File: src/rtl/fwd_core_transform.sv
// Forward 4x4 integer core transform: Y = Cf * X * CfT.
// Residual rows stream in one per transfer. Each row is transformed
// horizontally on arrival and stored. The vertical pass is then read out
// one coefficient row per output transfer.
module fwd_core_transform #(
  parameter int MB_SIZE     = 4,
  parameter int PIXEL_WIDTH = 8,
  parameter int COEF_WIDTH  = 16
) (
  input  logic                          clk,
  input  logic                          reset,
  input  logic                          src_valid,
  output logic                          src_ready,
  input  logic [PIXEL_WIDTH*MB_SIZE-1:0] residual_in,
  output logic                          dst_valid,
  input  logic                          dst_ready,
  output logic [COEF_WIDTH*MB_SIZE-1:0]  coeff_out,
  output logic [1:0]                    coeff_row,
  output logic                          blk_done
);

  // Horizontal intermediates: |h| <= 6 * 2^(PIXEL_WIDTH-1) fits in PIXEL_WIDTH+3 bits.
  localparam int HW  = PIXEL_WIDTH + 3;
  localparam int HEX = HW - PIXEL_WIDTH;
  localparam int CEX = COEF_WIDTH - HW;

  typedef enum logic [1:0] {
    IDLE = 2'd0,
    LOAD = 2'd1,
    OUT  = 2'd2
  } state_t;

  state_t           state_q;
  logic [1:0]       row_cnt_q;
  logic [1:0]       coeff_row_q;
  logic             src_ready_q;
  logic             dst_valid_q;
  logic signed [HW-1:0] h_q [4][4];   // h_q[row][col] = horizontal result

  logic             in_xfer;
  logic             out_xfer;
  logic signed [HW-1:0] x_ext [4];
  logic signed [HW-1:0] h_d   [4];
  logic signed [COEF_WIDTH-1:0] v_ext [4][4];
  logic signed [COEF_WIDTH-1:0] y_row [4];

  assign in_xfer  = src_valid & src_ready_q;
  assign out_xfer = dst_valid_q & dst_ready;

  // Horizontal pass on the incoming row: h = x * CfT.
  always_comb begin
    // NOTE: every always_comb output is given a value before any condition so no latch can be inferred.
    for (int j = 0; j < 4; j++) begin
      x_ext[j] = {{HEX{residual_in[PIXEL_WIDTH*j+PIXEL_WIDTH-1]}},
                  residual_in[PIXEL_WIDTH*j +: PIXEL_WIDTH]};
    end
    h_d[0] = x_ext[0] + x_ext[1] + x_ext[2] + x_ext[3];
    h_d[1] = (x_ext[0] <<< 1) + x_ext[1] - x_ext[2] - (x_ext[3] <<< 1);
    h_d[2] = x_ext[0] - x_ext[1] - x_ext[2] + x_ext[3];
    h_d[3] = x_ext[0] - (x_ext[1] <<< 1) + (x_ext[2] <<< 1) - x_ext[3];
  end

  // Vertical pass for the coefficient row currently selected by coeff_row.
  always_comb begin
    for (int r = 0; r < 4; r++) begin
      for (int j = 0; j < 4; j++) begin
        v_ext[r][j] = {{CEX{h_q[r][j][HW-1]}}, h_q[r][j]};
      end
    end
    for (int j = 0; j < 4; j++) begin
      y_row[j] = '0;
      case (coeff_row_q)
        2'd0: y_row[j] = v_ext[0][j] + v_ext[1][j] + v_ext[2][j] + v_ext[3][j];
        2'd1: y_row[j] = (v_ext[0][j] <<< 1) + v_ext[1][j] - v_ext[2][j] - (v_ext[3][j] <<< 1);
        2'd2: y_row[j] = v_ext[0][j] - v_ext[1][j] - v_ext[2][j] + v_ext[3][j];
        default: y_row[j] = v_ext[0][j] - (v_ext[1][j] <<< 1) + (v_ext[2][j] <<< 1) - v_ext[3][j];
      endcase
    end
  end

  // Output packing; coefficients are driven only while a row is being offered.
  always_comb begin
    coeff_out = '0;
    for (int j = 0; j < 4; j++) begin
      coeff_out[COEF_WIDTH*j +: COEF_WIDTH] = dst_valid_q ? y_row[j] : '0;
    end
  end

  assign src_ready = src_ready_q;
  assign dst_valid = dst_valid_q;
  assign coeff_row = coeff_row_q;
  assign blk_done  = out_xfer & (coeff_row_q == 2'd3);

  // Intermediate buffer: store each horizontally transformed row at the row counter.
  always_ff @(posedge clk or posedge reset) begin
    if (reset) begin
      // NOTE: this buffer is reset deliberately so a discarded block can never leak into the next one.
      for (int r = 0; r < 4; r++) begin
        for (int j = 0; j < 4; j++) begin
          h_q[r][j] <= '0;
        end
      end
    end else if (in_xfer) begin
      for (int j = 0; j < 4; j++) begin
        h_q[row_cnt_q][j] <= h_d[j];
      end
    end
  end

  // Control FSM with registered handshake outputs and row indices.
  always_ff @(posedge clk or posedge reset) begin
    // NOTE: state is updated with non-blocking assignments so all registers sample the same pre-edge values.
    if (reset) begin
      state_q     <= IDLE;
      row_cnt_q   <= 2'd0;
      coeff_row_q <= 2'd0;
      src_ready_q <= 1'b0;
      dst_valid_q <= 1'b0;
    end else begin
      case (state_q)
        IDLE: begin
          src_ready_q <= 1'b1;
          dst_valid_q <= 1'b0;
          if (in_xfer) begin
            row_cnt_q <= 2'd1;
            state_q   <= LOAD;
          end
        end
        LOAD: begin
          if (in_xfer) begin
            row_cnt_q <= row_cnt_q + 2'd1;
            if (row_cnt_q == 2'd3) begin
              state_q     <= OUT;
              src_ready_q <= 1'b0;
              dst_valid_q <= 1'b1;
              coeff_row_q <= 2'd0;
            end
          end
        end
        OUT: begin
          if (out_xfer) begin
            coeff_row_q <= coeff_row_q + 2'd1;
            if (coeff_row_q == 2'd3) begin
              state_q     <= IDLE;
              row_cnt_q   <= 2'd0;
              dst_valid_q <= 1'b0;
              src_ready_q <= 1'b1;
            end
          end
        end
        default: begin
          state_q     <= IDLE;
          row_cnt_q   <= 2'd0;
          coeff_row_q <= 2'd0;
          src_ready_q <= 1'b0;
          dst_valid_q <= 1'b0;
        end
      endcase
    end
  end

endmodule

File: config.mk
export PLATFORM = sky130hd
export DESIGN_NAME = fwd_core_transform
export DESIGN_NICKNAME = d
export VERILOG_FILES = /design/src/rtl/fwd_core_transform.sv
export SDC_FILE = /design/constraint.sdc
export NUM_CORES = 2
export LEC_CHECK = 0
export CORE_MARGIN = 5
export CORE_UTILIZATION = 50
export DETAILED_ROUTE_END_ITERATION = 10
export PLACE_DENSITY = 0.67
export RECOVER_POWER = 50
export SLEW_MARGIN = 15
export SYNTH_ARGS = -nofsm -noshare
export SYNTH_HDL_FRONTEND = slang
export SYNTH_SLANG_ARGS = --single-unit
File: constraint.sdc
create_clock -name clk -period 10.5 [get_ports clk]
set_input_delay 1.05 -clock clk [delete_from_list [all_inputs] [get_ports clk]]
set_output_delay 1.05 -clock clk [all_outputs]
set_load 0.1 [all_outputs]
Word-level counts from Yosys, hierarchy flattened
Index checks and enable logic that the tools add are counted.
- add/sub/neg operators: 62
- magnitude comparators: 2
- equal/unequal tests: 11
- mux-type cells: 42
- bitwise logic cells: 5
- reductions and logical operators: 7
- operators with widths (cell ; number):
    $bwmux W176 ; 4
    $demux W44 S2 ; 4
    $pmux W16 S3 ; 4
    $add A13 B11 Y14 ; 8
    $add A12 B11 Y13 ; 8
    $mux W16 ; 4
    $sub A14 B11 Y15 ; 4
    $sub A14 B12 Y15 ; 4
    $add A13 B12 Y14 ; 4
    $sub A13 B11 Y14 ; 4
    $sub A11 B12 Y13 ; 4
    $sub A12 B11 Y13 ; 4
    $add A11 B11 Y12 ; 4
    $sub A11 B11 Y12 ; 4
    $mux W44 ; 1
    $mux W33 ; 1
    $add A10 B8 Y11 ; 2
    $mux W22 ; 1
    $add A9 B8 Y10 ; 2
    $mux W2 ; 9
    $pmux W2 S3 ; 3
    $reduce_and A4 Y1 ; 3
    $add A10 B9 Y11 ; 1
    $mux W11 ; 1
    other kinds (22) ; 41
- flip-flop bits (word level): 184
- input port bits: 36
- output and inout bits: 69
- logic and storage cells: 150

Logic depth before layout (Yosys ltp)
- word-level depth: 9
- gate-level depth with buffers: 16
- depth with buffers taken out: 15

Worst setup path after synthesis
OpenSTA, ideal clock, no wires.
- path type: register to output
- from: reg h_q[13] in the netlist's numbering
- to: out coeff_out[45]
- arrival: 5901 ps
- required time: 9450 ps
- slack: 3549 ps
- stages on the path, launching flop included: 14
- path buffers: 0
- path through: dfrtp_1 -> inv_1 -> fa_1 -> fa_1 -> inv_1 -> ha_1 -> o21ai_0 -> o21bai_1 -> a41oi_2 -> nor2b_1 -> o211a_1 -> o211ai_1 -> a211oi_1 -> nor4_1
- word-level cells in the longest chain between the ends: 3
- elaborated cells on any way between the ends: 6
- those cells by class: 4 x add/sub; 2 x mux
- RTL lines (element ; RTL line ; source):
    start: declaration ; 38 ; logic signed [HW-1:0] h_q [4][4];
    start signal: indexed assignment ; 105 ; h_q[row_cnt_q][j] <= h_d[j];
    $sub A14 B11 Y15 (tied with other cells) ; 76 ; default: y_row[j] = v_ext[0][j] - (v_ext[1][j] <<< 1) + (v_ext[2][j] <<< 1) - v_ext[3][j];
    $pmux W16 S3 (*) ; 72 ; case (coeff_row_q)
    $mux W16 (*) ; 85 ; coeff_out[COEF_WIDTH*j +: COEF_WIDTH] = dst_valid_q ? y_row[j] : '0;
    end: declaration ; 17 ; output logic [COEF_WIDTH*MB_SIZE-1:0] coeff_out,
Every way passes the cells marked *; elsewhere a longest branch is shown, timed or not.

Worst setup path in the final report
- from: reg coeff_row_q[0] (netlist: coeff_row[0])
- to: out coeff_out[47]
- word-level cells in the longest chain between the ends: 3
- elaborated cells on any way between the ends: 5
- those cells by class: 2 x eq/ne; 2 x mux; 1 x reduce/logical
- RTL lines (element ; RTL line ; source):
    start: declaration ; 35 ; logic [1:0] coeff_row_q;
    start signal: assignment ; 142 ; coeff_row_q <= coeff_row_q + 2'd1;
    $eq A2 B2 Y1 (tied with other cells) ; 72 ;
    $pmux W16 S3 (*) ; 72 ;
    $mux W16 (*) ; 85 ;
Marked as above.

==> impl_summary.txt <==
----------------------------------------------------
[Job]
  Maximum capacitance violations ... 6

[Clock tree]
  Number of buffers inserted by post-CTS setup repair ... 0
  Root Driver ... clkbuf_16
  Htree depth ... 4
  CTS Buf Count ... 17
  Post-CTS Hold Buffers ... 0
  Later-pin clock latency in the skew report ... 0.47 ns
  Clock transition at the register clock pins on the worst setup and hold paths after CTS ... 0.07 ns
  CTS Buffer Depth ... 2
  Clock sink count ... 184
  TritonCTS clock tree ... built
  Post-cts repair resize count ... 0

[Worst setup path]
  Crit path kind ... reg -> out
  Sort of element at the end of the critical path ... output pin
  Buffer and inverter count on the worst path ... 2
  Master of the slowest instance on the critical path ... clkbuf_1
  Crit path arrival time ... 6.82 ns
  Startpoint type of the worst setup path ... register
  Biggest fanout along the worst timing path ... 46
  Required time at the worst-slack endpoint ... 9.45 ns
  Largest stage delay on the critical path ... 1.84 ns
  Top Family by Delay on Critical Path ... buffers and inverters
  Critical path, cell by cell ... ha_1, clkbuf_1, a31oi_1, o211ai_1, a21oi_1, nor3_1, clkdlybuf4s50_1

[Placed design]
  Placed standard-cell area ... 31,200 um^2
  Final RePlAce weighted congestion ... 0.931
  Post-detailed-placement half-perimeter wirelength ... 65,300 um
  I/O Buffers ... 104

[STA]
  Setup Skew ... 0.0152 ns
  Least-Margin Pin Slew ... 4.23 ns
  Number of hold violations in the final report ... 0
  Relative max-transition margin ... -182%
  Time the final worst path needs with I/O delays and setup ... 7.87 ns
  Post-route fraction of the period consumed by the critical path ... 75.0%
  Setup TNS ... 0 ns
  RSZ-0062 raised after global routing ... no
  Maximum clock rate ... 127 MHz
  Total count of max-transition violations in the final report ... 348
  Final setup viols ... 0

[Status]
  Violated checks ... max-capacitance violations, max-slew violations
  Status ... finished, violations left

[Final layout]
  Fraction of final layout cells with drive strength greater than 1 ... 3.37%
  Summed area of non-filler cells in the final layout ... 31,800 um^2
  Fin nets ... 4,056
  Area grow syn2layout ... 8.35%

[Synthesis]
  Ys flop type ... dfrtp_1
  Post-synthesis instance area ... 29,300 um^2
  Post-synth net total ... 3,994
  Flops & latches, synth ... 184
  Number of enable-type register cells in the synthesized netlist ... 0
  Post-Synth XOR/XNOR Area ... 5.32%
  Complex-gate fraction of the synthesized area ... 17.5%
  Post-Synth Simple-Gate Area ... 9.76%
  Synthesis warning total ... 0
  Count of cell types in the netlist ... 87
  Register area share after synthesis ... 15.7%
  Share of cell area taken by muxes after synthesis ... 0.175%
  Async set-or-reset flop fraction in the synthesized netlist ... 100%
  Post-Syn Instances ... 3,218
  Arithmetic-cell share of the synthesized area counting full adders, half adders and majority gates ... 42.6%
  Dominant combinational cell family by area after synthesis ... adder cells
  Mean cell area of the mapped netlist ... 9.11 um^2

[Detailed routing]
  DR iter-0 viols ... 1,484
  Routed Antenna Nets ... 0
  Post-route DRC ... 0
  Total iterations of the first detailed-routing run ... 5
  Total via count in the routed design ... 22,950
  Ratio of routed vias to standard cells ... 5.65
  Routed Wire Length ... 78,200 um
  Drt wl/cell ... 19.2 um

[Global routing]
  Largest net degree at the start of global routing ... 79
  Number of global-route vias before repair ... 24,138
  GRT Util Overall ... 25.1%
  First-pass GRT wire length ... 129,000 um
  Initial antenna violation count ... 4
  Leftover overflow at the end of global routing ... 0

[Hold path]
  Class of the tightest hold or removal check ... reg -> reg

[Floorplan]
  Effective utilization at floorplan ... 50.6%
  Standard-cell rows ... 88
  Die height ... 252 um
  I/O pin count ... 105
  Total Die Area ... 63,600 um^2
  Standard cell core area ... 57,900 um^2
  X dimension of the die ... 252 um

----------------------------------------------------
[area by class of cell]
cell class,instances,area [um^2]
Antenna cell,3,7.51
Clock buffer,18,439
Clock inverter,14,170
Fill cell,5237,26100
Inverter,610,2290
Multi-Input combinational cell,2342,22100
Sequential cell,184,4600
Tap cell,765,957
Timing Repair Buffer,125,1180
[final timing paths]
kind | end | cells past startpoint | from | slack, ns
worst min-delay path | h_q[147]$_DFFE_PP0P_ | 2 | h_q[147]$_DFFE_PP0P_ | 0.48
worst min register to register | h_q[147]$_DFFE_PP0P_ | 2 | h_q[147]$_DFFE_PP0P_ | 0.48
worst max register to register | row_cnt_q[0]$_DFFE_PP0P_ | 7 | coeff_row[0]$_DFFE_PP0P_ | 5.50
min in group asynchronous | h_q[139]$_DFFE_PP0P_ | 2 | reset | 1.44
worst max-delay path | coeff_out[47] | 7 | coeff_row[0]$_DFFE_PP0P_ | 2.63
max in group asynchronous | h_q[102]$_DFFE_PP0P_ | 3 | reset | 4.44
[sequential cells by signal (all words and copies together), names as in the netlist]
name       flops
h_q          176
coeff_row      2
row_cnt_q      2
state_q        2
dst_valid      1
src_ready      1
[stage by stage]
step | instances | setup WS (ns) | utilization, % | hold WS, ns
after floorplan | 3218 | 3.55 | - | 0.450
after global placement | 4026 | 4.20 | 53.8 | 0.465
after detailed placement | 4026 | 4.17 | 53.8 | 0.471
after CTS | 4058 | 3.62 | 54.9 | 0.485
after global routing | 4058 | 2.35 | 54.8 | 0.513
final | 4061 | 2.63 | 54.9 | 0.481
[synthesized netlist by cell type (33+ instances only)]
master      n  area (um^2)
fa_1      431         8630
inv_1     609         2290
o21a_1     36          270
nand3_1    37          185
clkbuf_1   69          259
ha_1      309         3870
a21oi_1   182          911
o21ai_0   239         1200
nor2_1    136          510
a21o_1     33          248
nand2_1   274         1030
xnor2_1   117         1020
dfrtp_1   184         4600
xor2_1     61          534
nor3_1     49          245
a221oi_1   55          482
[cells by family after synthesis]
| group | after synthesis |
|---|---|
| AND/OR/NAND/NOR | 633 |
| flip-flops | 184 |
| AO/OA/AOI/OAI | 786 |
| multiplexers | 5 |
| XOR/XNOR | 178 |
| buffers and inverters | 692 |
| adder cells (fa/ha/maj) | 740 |
[tightest hold or removal path: cells and delay by family (launching register included)]
family | cells | cell delay [ns]
AO/OA/AOI/OAI | 1 | 0.06
AND/OR/NAND/NOR | 1 | 0.05
flip-flops | 1 | 0.34
[routing by layer]
metal	wire (um)	vias up	global-route usage (%)
met3	4450	114	4.02
met4	1710	2	6.02
met5	7	-	0
li1	-	10720	-
met2	38000	679	42.6
met1	34000	11435	34.2
[layout by cell type (no fill, tap or decap), drive strengths merged, types with 8 or more instances in the layout]
cell type,n
xor2,61
o31ai,22
nor3,49
or3,14
clkbuf,23
nor2,136
o22ai,14
clkdlybuf4s50,97
and2,11
nor2b,28
o41ai,9
xnor2,117
dfrtp,184
a21o,34
nand3,37
o221a,8
a211o,11
a2111oi,8
inv,613
o21bai,15
o21a,36
a21oi,185
a31oi,26
ha,309
buf,16
a211oi,34
fa,431
nand2b,32
or2,9
o211ai,17
nand2,274
o21ai,251
a221oi,57
and3,19
Power is left out: the tool's default activity adds up to more than one toggle a clock period on the data nets, which glitch-free logic cannot reach.
